$ cat src/rtl/noise_detector_window.sv
// noise_detector_window
// Two-stage salt-and-pepper noise detector for one WIN-pixel filter window.
// S1 registers the per-pixel noisy flags. S2 registers the flags, their
// popcount, the centre flag and the all-noisy flag. Both stages advance
// together whenever the output register is empty or being drained.
// A saturating counter tallies transferred results whose centre is noisy.
module noise_detector_window #(
    parameter int PIX_W  = 8,
    parameter int WIN    = 9,
    parameter int MODE   = 2,
    parameter int FCNT_W = 20,
    localparam int CW    = $clog2(WIN + 1)
) (
    input  logic                 clk,
    input  logic                 rst,
    input  logic [WIN*PIX_W-1:0] win_pix,
    input  logic [PIX_W-1:0]     lo_th,
    input  logic [PIX_W-1:0]     hi_th,
    input  logic                 in_valid,
    output logic                 in_ready,
    input  logic                 frame_clr,
    output logic [WIN-1:0]       flags,
    output logic [CW-1:0]        noise_cnt,
    output logic                 centre_noisy,
    output logic                 all_noisy,
    output logic                 out_valid,
    input  logic                 out_ready,
    output logic [FCNT_W-1:0]    frame_cnt
);

    localparam int C = WIN / 2;

    // Which conditions count as noise in this build.
    localparam logic USE_PEPPER = (MODE != 1);
    localparam logic USE_SALT   = (MODE != 0);

    logic                 adv;
    logic [WIN-1:0]       det_flags;
    logic                 s1_valid_reg;
    logic [WIN-1:0]       s1_flags_reg;
    logic [CW-1:0]        cnt_next;
    logic                 out_valid_reg;
    logic [WIN-1:0]       flags_reg;
    logic [CW-1:0]        noise_cnt_reg;
    logic                 centre_noisy_reg;
    logic                 all_noisy_reg;
    logic [FCNT_W-1:0]    frame_cnt_reg;
    logic                 xfer;

    // The whole pipeline moves when the output slot is free or emptying;
    // in_ready never looks at in_valid.
    assign adv      = !out_valid_reg || out_ready;
    assign in_ready = adv;
    assign xfer     = out_valid_reg && out_ready;

    // Per-pixel detection against the thresholds present at accept time;
    // a pixel matching both conditions is simply flagged once.
    for (genvar gi = 0; gi < WIN; gi++) begin : g_det
        logic [PIX_W-1:0] pix;
        logic             pepper;
        logic             salt;
        assign pix    = win_pix[gi*PIX_W +: PIX_W];
        assign pepper = (pix <= lo_th);
        assign salt   = (pix >= hi_th);
        assign det_flags[gi] = (USE_PEPPER && pepper) || (USE_SALT && salt);
    end

    // Stage 1: capture the raw flags and the window valid bit.
    always_ff @(posedge clk) begin
        if (rst) begin
            s1_valid_reg <= 1'b0;
            s1_flags_reg <= '0;
        end else if (adv) begin
            s1_valid_reg <= in_valid;
            s1_flags_reg <= det_flags;
        end
    end

    // Popcount of the stage-1 flags feeding stage 2.
    always_comb begin
        cnt_next = '0;
        for (int i = 0; i < WIN; i++) begin
            cnt_next = cnt_next + CW'(s1_flags_reg[i]);
        end
    end

    // Stage 2: output register; holds everything steady while stalled.
    always_ff @(posedge clk) begin
        if (rst) begin
            out_valid_reg    <= 1'b0;
            flags_reg        <= '0;
            noise_cnt_reg    <= '0;
            centre_noisy_reg <= 1'b0;
            all_noisy_reg    <= 1'b0;
        end else if (adv) begin
            out_valid_reg    <= s1_valid_reg;
            flags_reg        <= s1_flags_reg;
            noise_cnt_reg    <= cnt_next;
            centre_noisy_reg <= s1_flags_reg[C];
            all_noisy_reg    <= (cnt_next == CW'(WIN));
        end
    end

    // Frame counter: clear beats increment; sticks at all-ones instead of wrapping.
    always_ff @(posedge clk) begin
        if (rst) begin
            frame_cnt_reg <= '0;
        end else if (frame_clr) begin
            frame_cnt_reg <= '0;
        end else if (xfer && centre_noisy_reg && (frame_cnt_reg != {FCNT_W{1'b1}})) begin
            frame_cnt_reg <= frame_cnt_reg + 1'b1;
        end
    end

    assign out_valid    = out_valid_reg;
    assign flags        = flags_reg;
    assign noise_cnt    = noise_cnt_reg;
    assign centre_noisy = centre_noisy_reg;
    assign all_noisy    = all_noisy_reg;
    assign frame_cnt    = frame_cnt_reg;

endmodule
$ cat config.mk
export PLATFORM = sky130hd
export DESIGN_NAME = noise_detector_window
export DESIGN_NICKNAME = d
export VERILOG_FILES = /design/src/rtl/noise_detector_window.sv
export SDC_FILE = /design/constraint.sdc
export NUM_CORES = 1
export LEC_CHECK = 0
export ABC_AREA = 1
export CELL_PAD_IN_SITES_DETAIL_PLACEMENT = 2
export CELL_PAD_IN_SITES_GLOBAL_PLACEMENT = 2
export CORE_ASPECT_RATIO = 1.4
export CORE_UTILIZATION = 31
export CTS_BUF_LIST = sky130_fd_sc_hd__clkbuf_8
export DETAILED_ROUTE_END_ITERATION = 10
export PLACE_DENSITY = 0.95
export SYNTH_ARGS = -nofsm -noshare
export SYNTH_HDL_FRONTEND = slang
export SYNTH_SLANG_ARGS = --single-unit
$ cat constraint.sdc
create_clock -name clk -period 9.4 [get_ports clk]
set_input_delay 1.88 -clock clk [delete_from_list [all_inputs] [get_ports clk]]
set_output_delay 1.88 -clock clk [all_outputs]
set_load 0.03 [all_outputs]
Word level (Yosys, flattened, before mapping):

Index checks and enable logic that the tools add are counted.

* bits in registers: 46
* input port bits: 93
* output and inout bits: 37
* logic and storage cells: 52

* add/sub/neg operators: 9
* magnitude comparators: 18
* equal/unequal tests: 2
* reduce and logical (&&, ||, !) cells: 15

Operators by type and width (number)
* greater-or-equal comparator 8 bit: 9
* <= comparator 8 bit: 9
* adder 20 x 1 -> 20 bit, second input constant: 1
* adder 4 x 1 -> 4 bit: 5
* inequality test 20 bit, second input constant: 1
* logical OR 1 bit: 10
* adder 3 x 1 -> 4 bit: 1
* equality test 4 bit, second input constant: 1
* adder 2 x 1 -> 3 bit: 1
* logical AND 1 bit: 3
* adder 1 x 1 -> 2 bit: 1
* OR reduction 2 bit: 1
* logical NOT 1 bit: 1

Longest topological paths before layout:

* word-level depth: 9
* gate-level depth with buffers: 11
* mapped depth without buffers: 11

Worst setup path after synthesis:

No wires, ideal clock.

* path kind: input to output
* start point: input port out_ready
* end point: output port in_ready
* arrival time: 2527 ps
* data required time: 7520 ps
* path slack: 4993 ps
* stages: 3
* path buffers: 1
* path through: nor2_2 -> inv_1 -> clkbuf_1

* longest elaborated chain between the ends: 1

RTL lines
* start: declaration: RTL line 27 `input logic out_ready,`
* logical OR 1 bit: RTL line 52 `assign adv = !out_valid_reg || out_ready;`
* end: declaration: RTL line 20 `output logic in_ready,`

Every way passes these cells.

Worst setup path in the final report:

Ends and elaborated chain as after synthesis.

==> run_summary.xml <==
<?xml version="1.0" encoding="UTF-8"?>
<metrics>
  <group name="floorplan">
    <metric name="core_area" unit="sq mm">0.01747</metric>
    <metric name="die-width" unit="um">115.2</metric>
    <metric name="die_y" unit="um">160.5</metric>
    <metric name="die_area" unit="sq mm">0.01849</metric>
    <metric name="top_level_ports" unit="">130</metric>
    <metric name="initial_core_util" unit="%">31.83</metric>
    <metric name="placement_rows" unit="">57</metric>
  </group>
  <group name="critical_path">
    <metric name="cp.required" unit="ps">7520</metric>
    <metric name="critPathLaunchType" unit="">input port</metric>
    <metric name="crit_chain" unit="">clkdlybuf4s50_1 &gt; nor2_2 &gt; inv_1 &gt; clkdlybuf4s50_1</metric>
    <metric name="worst-endpoint-arrival" unit="ps">3790</metric>
    <metric name="cpLargestDelayFamily" unit="">buffers and inverters</metric>
    <metric name="critical-path-slowest-cell" unit="">sky130_fd_sc_hd__nor2_2</metric>
    <metric name="cp.buffers_inverters" unit="">3</metric>
    <metric name="critPathMostFrequentCell" unit="">sky130_fd_sc_hd__clkdlybuf4s50_1</metric>
    <metric name="setup.worst_path.class" unit="">in -&gt; out</metric>
    <metric name="critical_path_max_stage_delay" unit="ps">660</metric>
    <metric name="critical_path_peak_fanout" unit="">18</metric>
    <metric name="worstSetupEndpointType" unit="">output pin</metric>
  </group>
  <group name="routing">
    <metric name="post-route-drc-count" unit="">0</metric>
    <metric name="route.detailed.wl_per_inst" unit="um">19.66</metric>
    <metric name="vias_after_detailed_routing" unit="">5964</metric>
    <metric name="via_per_inst" unit="">5.177</metric>
    <metric name="first_iter_violations" unit="">158</metric>
    <metric name="drtAntennaViolNets" unit="">0</metric>
    <metric name="wirelength" unit="um">22650</metric>
    <metric name="drt_first_pass_iters" unit="">4</metric>
  </group>
  <group name="synthesis">
    <metric name="synth_warnings" unit="">0</metric>
    <metric name="synth.cell_area" unit="sq mm">0.005562</metric>
    <metric name="most_area_hungry_cell_type_in_the_yosys_netlist" unit="">sky130_fd_sc_hd__ha_1</metric>
    <metric name="yosys_most_used_dff" unit="">sky130_fd_sc_hd__dfxtp_1</metric>
    <metric name="synth.yosys.seq_area_share" unit="%">16.20</metric>
    <metric name="ys_async_sr_fraction" unit="%">0</metric>
    <metric name="synth_top_cell_area_share" unit="%">33.07</metric>
    <metric name="netlist_top_cells_count" unit="">181 x sky130_fd_sc_hd__nand2_1, 147 x sky130_fd_sc_hd__ha_1, 110 x sky130_fd_sc_hd__inv_1</metric>
    <metric name="syn_nets" unit="">1034</metric>
    <metric name="cell_count_after_synthesis" unit="">789</metric>
    <metric name="cells_taking_the_most_area_after_synthesis" unit="">sky130_fd_sc_hd__ha_1 33%, sky130_fd_sc_hd__dfxtp_1 16%, sky130_fd_sc_hd__nand2_1 12%</metric>
    <metric name="syn_area_per_cell" unit="sq um">7.049</metric>
    <metric name="number_of_enable_flip_flop_cells_after_synthesis" unit="">0</metric>
    <metric name="synthMostInstantiatedCell" unit="">sky130_fd_sc_hd__nand2_1</metric>
    <metric name="ys_types" unit="">29</metric>
    <metric name="ys_ff_latch" unit="">45</metric>
  </group>
  <group name="global_routing">
    <metric name="grt_antenna_before_repair" unit="">0</metric>
    <metric name="grt_usage" unit="%">25.15</metric>
    <metric name="grt_pass1_wl" unit="um">35790</metric>
    <metric name="top_usage_layer" unit="">met2</metric>
    <metric name="grt.overflow.total" unit="">0</metric>
    <metric name="global_route.usage.met1" unit="%">24.09</metric>
    <metric name="gr-usage-met2" unit="%">51.59</metric>
    <metric name="grt_max_degree" unit="">32</metric>
    <metric name="number_of_global_route_vias_before_repair" unit="">7080</metric>
    <metric name="global_route.usage.met3" unit="%">2.981</metric>
  </group>
  <group name="clocking">
    <metric name="ctsHoldBuffers" unit="">0</metric>
    <metric name="worstSkewPairLatency" unit="ps">310</metric>
    <metric name="clk_root_buffer_cell" unit="">sky130_fd_sc_hd__clkbuf_8</metric>
    <metric name="tritoncts_buffers" unit="">5</metric>
    <metric name="postCtsSetupRepairBufs" unit="">0</metric>
    <metric name="clkSlewWorstSetupHoldPaths" unit="ps">90</metric>
    <metric name="ctsHtreeMaxLevel" unit="">2</metric>
    <metric name="numClockSinks" unit="">45</metric>
    <metric name="cts.path.max_buffers" unit="">2</metric>
    <metric name="post_cts.resized_instances" unit="">0</metric>
    <metric name="tritoncts" unit="">built</metric>
  </group>
  <group name="final_layout">
    <metric name="n_antenna_cell" unit="">0</metric>
    <metric name="n_fill_cell" unit="">2076</metric>
    <metric name="flow.area_growth_from_synthesis" unit="%">29.43</metric>
    <metric name="final-seq-area" unit="sq um">900.9</metric>
    <metric name="multiInputGateArea" unit="sq mm">0.004179</metric>
    <metric name="final_net_count" unit="">1160</metric>
    <metric name="share_of_cells_above_drive_strength_1" unit="%">3.603</metric>
    <metric name="largest_register_ffs" unit="">20</metric>
  </group>
  <group name="timing">
    <metric name="worstMarginPinSlew" unit="ps">802.6</metric>
    <metric name="unrepaired_setup_endpoints_after_global_routing" unit="">false</metric>
    <metric name="report.final.hold_viol_count" unit="">0</metric>
    <metric name="maximum_clock_skew_at_final_layout" unit="ps">5.653</metric>
    <metric name="setup_viol" unit="">0</metric>
    <metric name="finalWorstPathRequiredPeriod" unit="ps">5669</metric>
    <metric name="finalSetupTns" unit="ps">0</metric>
    <metric name="relSlewSlack" unit="%">46.44</metric>
    <metric name="final_hold_slack" unit="ps">481.2</metric>
    <metric name="maxClockFrequency" unit="MHz">176.4</metric>
    <metric name="drv_slew" unit="">0</metric>
    <metric name="layout_worst_path_cycle_share" unit="%">60.31</metric>
  </group>
  <group name="placed_design">
    <metric name="hpwl" unit="um">19790</metric>
    <metric name="io_buffers" unit="">129</metric>
    <metric name="place.gp.congestion" unit="">0.8605</metric>
  </group>
  <group name="outcome">
    <metric name="run_status" unit="">completed</metric>
  </group>
  <group name="min_path">
    <metric name="hold_removal_path_class" unit="">reg -&gt; reg</metric>
  </group>
  <group name="pwr">
    <metric name="power_leakage" unit="uW">0.003472</metric>
    <metric name="power-per-cell-area" unit="mW/mm^2">96.13</metric>
    <metric name="ir_worst_vdd" unit="V">0.00005905</metric>
  </group>
  <group name="run">
    <metric name="max-cap-violations" unit="">0</metric>
  </group>
</metrics>
[cells by family (layout without fill, tap and decap cells)]
kind of cell    after synthesis  after routing  synth area share (%)
compound gates              119            119                 11.65
xor+xnor                     14             14                 2.205
fa+ha+maj                   152            152                 34.87
buf+inv                     121            248                 8.661
flops                        45             45                 16.20
simple gates                338            338                 26.41
[tightest hold or removal path: cells and delay by family (launching register included)]
kind	cells	cell delay, ps
flip-flops	1	310
AO/OA/AOI/OAI	1	60
buffers and inverters	1	60
[per-layer routing]
metal | part of all wire (%) | routed length, um
met3 | 3.1 | 705
met5 | 0 | 0
met4 | 3.9 | 876
met1 | 36 | 8147
met2 | 57 | 12920
[final timing paths]
| path | from | cells after the start | to | slack (ps) |
|---|---|---|---|---|
| hold reg to reg | s1_valid_reg | 2 | out_valid | 480 |
| setup / recovery | out_ready | 4 | in_ready | 3730 |
| setup reg to reg | s1_flags_reg[0] | 10 | all_noisy | 6200 |
| hold / removal | s1_valid_reg | 2 | out_valid | 480 |
[report_power, final]
part	internal (uW)	switching, uW	leakage [uW]
sequential	205	9.21	0.000369
clock	78.8	71.7	0.0000595
combinational	138	188	0.00304
total	423	269	0.00347
[area by class of cell]
type	instances	area share, %
flip-flops and latches	45	12.52
clock inverters	3	0.5910
repair buffers	130	18.04
multi-input cells	623	58.06
well taps	236	4.102
clock buffers	5	0.9560
inverters	110	5.736
[placed cells by master, fill, tap and decap left out, types with 7 or more instances in the layout]
cell and count:
sky130_fd_sc_hd__nand2_1 181, sky130_fd_sc_hd__ha_1 147, sky130_fd_sc_hd__clkdlybuf4s50_1 129, sky130_fd_sc_hd__inv_1 111, sky130_fd_sc_hd__nor2_1 72, sky130_fd_sc_hd__a21oi_1 65
sky130_fd_sc_hd__dfxtp_1 45, sky130_fd_sc_hd__o21ai_0 42, sky130_fd_sc_hd__nand3_1 28, sky130_fd_sc_hd__nor3_1 26, sky130_fd_sc_hd__nand4_1 13, sky130_fd_sc_hd__a21oi_2 9
sky130_fd_sc_hd__xnor2_1 7, sky130_fd_sc_hd__xor2_1 7
[metrics by stage]
stage	instances	util [%]	worst slack, ps	total power [uW]	cell area, sq um
after detailed placement	1144	40.56	3718	545.0	7087
after global routing	1152	41.20	3582	741.8	7198
final	1152	41.20	3731	692.0	7198
after global placement	1144	40.56	3762	506.2	7087
after floorplan	789	-	4993	395.3	5562
after CTS	1152	41.20	3710	699.7	7198
Power figures use the tool's default switching activity.
